`src/rtl/rk8e_break_ctl_if.sv`:
```
// Bus bundle for rk8e_break_ctl: disk word port plus the CPU data break bus.
// master = the break controller, slave = the disk logic / CPU sequencer side.
interface rk8e_break_ctl_if;
  // disk word port
  logic        dev_valid;
  logic [0:11] dev_wdata;
  logic        dev_ready;
  logic        dev_ack;
  logic [0:11] dev_rdata;
  // CPU data break bus
  logic        data_break;
  logic        to_disk;
  logic        break_in_prog;
  logic [0:14] break_addr;
  logic [0:11] break_wdata;
  logic [0:11] break_rdata;

  modport master (
    input  dev_valid, dev_wdata, dev_ready, break_in_prog, break_rdata,
    output dev_ack, dev_rdata, data_break, to_disk, break_addr, break_wdata
  );

  modport slave (
    output dev_valid, dev_wdata, dev_ready, break_in_prog, break_rdata,
    input  dev_ack, dev_rdata, data_break, to_disk, break_addr, break_wdata
  );
endinterface

```
`src/rtl/rk8e_break_ctl.sv`:
```
// rk8e_break_ctl: RK8E device-side data break requester.
// Holds CA/WC/field for a transfer, requests one break per word and moves
// one 12-bit word between the disk word port and memory per granted break.
// Optional macro BREAK_FIELD_CARRY_EN: a CA rollover 7777->0000 also
// increments the field; otherwise CA wraps inside the starting field.
module rk8e_break_ctl (
  input  logic                clk,
  input  logic                reset,
  input  logic                start,
  input  logic [0:11]         ca_in,
  input  logic [0:11]         wc_in,
  input  logic [0:2]          field_in,
  input  logic                dir_in,
  rk8e_break_ctl_if.master    bus,
  output logic                busy,
  output logic                done
);

  typedef enum logic [2:0] {
    IDLE    = 3'd0,
    WAITDEV = 3'd1,
    REQ     = 3'd2,
    GRANT   = 3'd3,
    STEP    = 3'd4
  } state_t;

  state_t      state;
  state_t      next_state;

  logic [0:11] ca;
  logic [0:11] wc;
  logic [0:11] wc_inc;
  logic [0:2]  field;
  logic        dir;
  logic        to_disk_q;
  logic        data_break_q;
  logic [0:11] wdata_q;
  logic [0:11] rdata_q;
  logic        last_word;

  // WC counts up from -N; the word that brings it to zero is the last one.
  assign wc_inc    = wc + 12'd1;
  assign last_word = (wc_inc == 12'd0);

  assign bus.break_addr  = {field, ca};
  assign bus.break_wdata = wdata_q;
  assign bus.dev_rdata   = rdata_q;
  assign bus.data_break  = data_break_q;
  assign bus.to_disk     = to_disk_q;

  // State register.
  always_ff @(posedge clk) begin
    if (reset) state <= IDLE;
    else       state <= next_state;
  end

  // Next-state logic; a start outside IDLE and a grant outside REQ/GRANT are ignored.
  always_comb begin
    next_state = state;
    unique case (state)
      IDLE:    if (start) next_state = WAITDEV;
      WAITDEV: if (dir ? bus.dev_valid : bus.dev_ready) next_state = REQ;
      REQ:     if (bus.break_in_prog) next_state = GRANT;
      GRANT:   if (!bus.break_in_prog) next_state = STEP;
      STEP:    next_state = last_word ? IDLE : WAITDEV;
      default: next_state = IDLE;
    endcase
  end

  // Handshake pulses and status decoded from the current state.
  always_comb begin
    busy        = (state != IDLE);
    bus.dev_ack = ((state == WAITDEV) && dir && bus.dev_valid) ||
                  ((state == STEP) && !dir);
    done        = (state == STEP) && last_word;
  end

  // Registered break request: up for every cycle spent in REQ, down on the grant edge.
  always_ff @(posedge clk) begin
    if (reset) data_break_q <= 1'b0;
    else       data_break_q <= (next_state == REQ);
  end

  // Transfer registers: load on start, capture words, advance CA/WC after each break.
  always_ff @(posedge clk) begin
    if (reset) begin
      ca        <= 12'd0;
      wc        <= 12'd0;
      field     <= 3'd0;
      dir       <= 1'b0;
      to_disk_q <= 1'b0;
      wdata_q   <= 12'd0;
      rdata_q   <= 12'd0;
    end else begin
      case (state)
        IDLE: begin
          if (start) begin
            ca        <= ca_in;
            wc        <= wc_in;
            field     <= field_in;
            dir       <= dir_in;
            to_disk_q <= ~dir_in;
          end
        end
        WAITDEV: begin
          if (dir && bus.dev_valid) wdata_q <= bus.dev_wdata;
        end
        GRANT: begin
          // keep the last word seen while the grant is up
          if (bus.break_in_prog && !dir) rdata_q <= bus.break_rdata;
        end
        STEP: begin
          ca <= ca + 12'd1;
          wc <= wc_inc;
`ifdef BREAK_FIELD_CARRY_EN
          if (ca == 12'o7777) field <= field + 3'd1;
`endif
        end
        default: ;
      endcase
    end
  end

endmodule
```
`src/flat_wrapper.sv`:
```
// flat-port wrapper written by rule: the top's interface ports become plain ports
module rk8e_break_ctl_flat 
  (clk, reset, start, ca_in, wc_in, field_in, dir_in, busy, done, bus_dev_valid, bus_dev_wdata, bus_dev_ready, bus_break_in_prog, bus_break_rdata, bus_dev_ack, bus_dev_rdata, bus_data_break, bus_to_disk, bus_break_addr, bus_break_wdata);
  rk8e_break_ctl_if bus_i ();
  input  logic clk;
  input  logic reset;
  input  logic start;
  input  logic [0:11] ca_in;
  input  logic [0:11] wc_in;
  input  logic [0:2] field_in;
  input  logic dir_in;
  output logic busy;
  output logic done;
  input wire logic [$bits(bus_i.dev_valid)-1:0] bus_dev_valid;
  input wire logic [$bits(bus_i.dev_wdata)-1:0] bus_dev_wdata;
  input wire logic [$bits(bus_i.dev_ready)-1:0] bus_dev_ready;
  input wire logic [$bits(bus_i.break_in_prog)-1:0] bus_break_in_prog;
  input wire logic [$bits(bus_i.break_rdata)-1:0] bus_break_rdata;
  output wire logic [$bits(bus_i.dev_ack)-1:0] bus_dev_ack;
  output wire logic [$bits(bus_i.dev_rdata)-1:0] bus_dev_rdata;
  output wire logic [$bits(bus_i.data_break)-1:0] bus_data_break;
  output wire logic [$bits(bus_i.to_disk)-1:0] bus_to_disk;
  output wire logic [$bits(bus_i.break_addr)-1:0] bus_break_addr;
  output wire logic [$bits(bus_i.break_wdata)-1:0] bus_break_wdata;
  assign bus_i.dev_valid = bus_dev_valid;
  assign bus_i.dev_wdata = bus_dev_wdata;
  assign bus_i.dev_ready = bus_dev_ready;
  assign bus_i.break_in_prog = bus_break_in_prog;
  assign bus_i.break_rdata = bus_break_rdata;
  assign bus_dev_ack = bus_i.dev_ack;
  assign bus_dev_rdata = bus_i.dev_rdata;
  assign bus_data_break = bus_i.data_break;
  assign bus_to_disk = bus_i.to_disk;
  assign bus_break_addr = bus_i.break_addr;
  assign bus_break_wdata = bus_i.break_wdata;
  rk8e_break_ctl u_core (.clk(clk), .reset(reset), .start(start), .ca_in(ca_in), .wc_in(wc_in), .field_in(field_in), .dir_in(dir_in), .bus(bus_i), .busy(busy), .done(done));
endmodule
```
`config.mk`:
```
export PLATFORM = sky130hd
export DESIGN_NAME = rk8e_break_ctl_flat
export DESIGN_NICKNAME = d
export VERILOG_FILES = /design/src/rtl/rk8e_break_ctl_if.sv /design/src/rtl/rk8e_break_ctl.sv /design/src/flat_wrapper.sv
export SDC_FILE = /design/constraint.sdc
export NUM_CORES = 1
export LEC_CHECK = 0
export ABC_AREA = 1
export CAP_MARGIN = 20
export CORE_ASPECT_RATIO = 1.5
export CORE_MARGIN = 2
export CORE_UTILIZATION = 40
export DETAILED_ROUTE_END_ITERATION = 8
export PLACE_DENSITY = 0.7
export RECOVER_POWER = 100
export SETUP_SLACK_MARGIN = 0.15
export SYNTH_ARGS = -nofsm -noshare
export SYNTH_HDL_FRONTEND = slang
export SYNTH_SLANG_ARGS = --single-unit
```
`constraint.sdc`:
```
create_clock -name clk -period 2.1 [get_ports clk]
set_input_delay 0.42 -clock clk [delete_from_list [all_inputs] [get_ports clk]]
set_output_delay 0.42 -clock clk [all_outputs]
set_load 0.02 [all_outputs]
```
==> impl_metrics.tcl <==
set metrics [dict create \
    synthCells 400 \
    synth.most_common_cell "nand2_1" \
    post-route-period-util 1.05 \
    cts-buffers-inserted 9 \
    grt_overflow 0 \
    setup_ws_ps -104 \
    ir_worst_vdd_mv 0.513 \
    htreeDepth 3 \
    tightest_slew_ps 755 \
    grt_setup_unrepaired "yes" \
    cts_hold_buffers 0 \
    die_area_um2 7660 \
    path_clk_slew_ps 70 \
    fin_worst_hold_slack_ps 461 \
    initial_core_util 0.409 \
    critPathTopFamily "simple AND/OR/NAND/NOR gates" \
    io_pins 102 \
    critPathLaunch "u_core.wc[10]$_SDFFE_PP0P_" \
    worstSetupPathType "flip-flop to primary output" \
    cap_violations 0 \
    routabilityCongestion 0.916 \
    syn-cell-area_um2 2790 \
    path_buf_inv 2 \
    core_region_area_um2 6810 \
    layout.cells.non_filler 603 \
    status "complete, but fails checks" \
    drc 0 \
    required_ps 1680 \
    slew_headroom 0.496 \
    fin_area_um2 4270 \
    fin_crit_ps 2200 \
    gr-usage-all-layers 0.224 \
    max_stage_delay_ps 350 \
    cp-end-kind "primary output" \
    firstDrtPassIters 4 \
    grt_max_degree 34 \
    p_leak_nw 1.70 \
    synth_edf_count 0 \
    fmax_mhz 454 \
    startpoint_type "flip-flop" \
    synth_cell_type_count 36 \
    critPathSlowestCell "dfxtp_2" \
    fin_nets 580 \
    min_to "u_core.bus.break_wdata[8]$_SDFFE_PP0P_" \
    synth_top_area_share 0.410 \
    crit_arrival_ps 1780 \
    clock_latency_ps 330 \
    violations "setup timing" \
    die_w_um 72.1 \
    cp_max_fo 4 \
    io_buffer_count 101 \
    row_count 37 \
    antennaDiodeCount 0 \
    root_buffer "clkbuf_8" \
    grt_pass1_vias 3033 \
    dp_cells 583 \
    finalWirelength_mm 8.41 \
    ys_seq_elements 57 \
    rrSetupSlack_ps 20 \
    synthTopCellsByCount "99 x nand2_1, 57 x dfxtp_1, 48 x nor2_1" \
    drive_gt1_frac 0.131 \
    regToRegStartpoint "u_core.state[1]$_SDFF_PP0_" \
    synthesis.nets 460 \
    dp_hpwl_mm 6.03 \
    antenna_found_initial 0 \
    drt_iter0_drc 182 \
    wire_per_inst_um 13.9 \
    rr_worst_depth 9 \
    finalHoldViolCount 0 \
    grt_first_pass_wirelength_mm 13.7 \
    synth_area_leaders "dfxtp_1 41%, nand2_1 13%, nor2_1 6.5%" \
    chipHeight_um 106 \
    synth_area_leader_cell "dfxtp_1" \
    cts_sinks 57 \
    place_area_um2 3980 \
    synth.avg_cell_area_um2 6.96 \
    setup_viol 1 \
    hold_path_startpoint "u_core.bus.break_wdata[8]$_SDFFE_PP0P_" \
    hp-class "flip-flop to flip-flop" \
    syn2layout_area_growth_pct 53.3 \
    slew_violations 0 \
    powerDensity_nw_per_um2 692 \
    path_cells "buf_4 -> nand3_2 -> nor2_1 -> nand2_1 -> xnor2_2 -> nor2_1 -> nand2_1 -> nor2_2 -> buf_6" \
    ys.warnings.count 0 \
    skew_ps 11.0 \
    vias 3125 \
    vias_per_cell 5.18 \
    antenna_left 0 \
    r2r-end "u_core.ca[3]$_SDFFE_PP0P_" \
    cts.path.max_buffers 2 \
    ys.flop_type "dfxtp_1" \
    seq_area_frac_synth 0.410 \
    fin_total_pwr_mw 2.95 \
    async_reset_ff_frac 0 \
    cts_tree "yes" \
    hold_depth 2 \
]
[report_power, final]
group / switching [mW] / internal (mW) / leakage (nW) / total, mW
clock network: 0.448 / 0.729 / 0.115 / 1.18
logic: 0.285 / 0.275 / 1.11 / 0.560
registers: 0.0701 / 1.15 / 0.469 / 1.22
[cell families (layout without fill, tap and decap cells)]
kind of cell / after synthesis / after routing / synth area share
AND/OR/NAND/NOR: 195 / 195 / 0.310
XOR/XNOR: 3 / 3 / 0.0121
flip-flops: 57 / 57 / 0.410
adder cells (fa/ha/maj): 2 / 2 / 0.00898
AO/OA/AOI/OAI: 83 / 83 / 0.170
buffers and inverters: 60 / 185 / 0.0894
[registers in the layout, indices dropped and copies added (netlist names)]
| signal | cells |
|---|---|
| u_core.bus.break_wdata | 12 |
| u_core.bus.data_break | 1 |
| u_core.bus.dev_rdata | 12 |
| u_core.bus.to_disk | 1 |
| u_core.ca | 12 |
| u_core.dir | 1 |
| u_core.field | 3 |
| u_core.state | 3 |
| u_core.wc | 12 |
[cell usage in the layout, fill, tap and decap left out, drive strengths merged]
cell type and n:
o21ai 29, a21oi 30, nand3 31, o2111ai 2, nand2 100, clkdlybuf4s50 95, bufinv 2, ha 2
xor2 2, nand4 4, o221ai 4, a31oi 9, o211ai 3, a41oi 1, dfxtp 57, nand3b 1
dlygate4sd3 3, nor2 53, o22ai 2, xnor2 1, clkinvlp 1, buf 23, nor3 6, clkbuf 16
a211oi 2, o21bai 1, clkinv 2, inv 43
[through the flow]
step / TNS (ps) / utilization / setup slack [ps]
6_report: -104 / 0.627 / -104
3_5_place_dp: -314 / 0.585 / -227
4_1_cts: -103 / 0.621 / -103
2_1_floorplan: 0 / - / 216
3_3_place_gp: -258 / 0.585 / -155
5_1_grt: -883 / 0.627 / -245
[tightest hold or removal path, delay by kind of cell (launching register included)]
kind | cells | cell delay [ps]
DFF | 1 | 310
and+or+nand+nor | 1 | 60
AOI/OAI and AO/OA | 1 | 50
[layout make-up]
type / instances / area, um2
Sequential cell: 57 / 1150
Tap cell: 78 / 97.6
Fill cell: 614 / 2540
Clock buffer: 11 / 151
Multi-Input combinational cell: 283 / 1430
Clock inverter: 5 / 77.6
Timing Repair Buffer: 126 / 1200
Inverter: 43 / 161
[what timing repair did]
action,CTS,global route
buffers inserted,0,4
gates resized for setup,11,20
setup endpoints to repair,3,3
pin swaps,1,11
[metal layers]
layer | wire length (um) | vias up | global-route usage
met1 | 3220 | 1462 | 0.253
met4 | 145 | 0 | 0.0782
met2 | 4540 | 92 | 0.397
li1 | - | 1559 | -
met5 | 0 | - | 0
met3 | 496 | 12 | 0.0569
[how the worst max path moves through the flow]
stage            to  slack [ps]  depth (start not counted)
2_1_floorplan  done         220                          9
6_report       done        -100                          9
5_1_grt        done        -250                         10
4_1_cts        done        -100                         12
3_5_place_dp   done        -230                         10
3_3_place_gp   done        -160                         12
No activity file was read; power rests on OpenSTA's default activity.
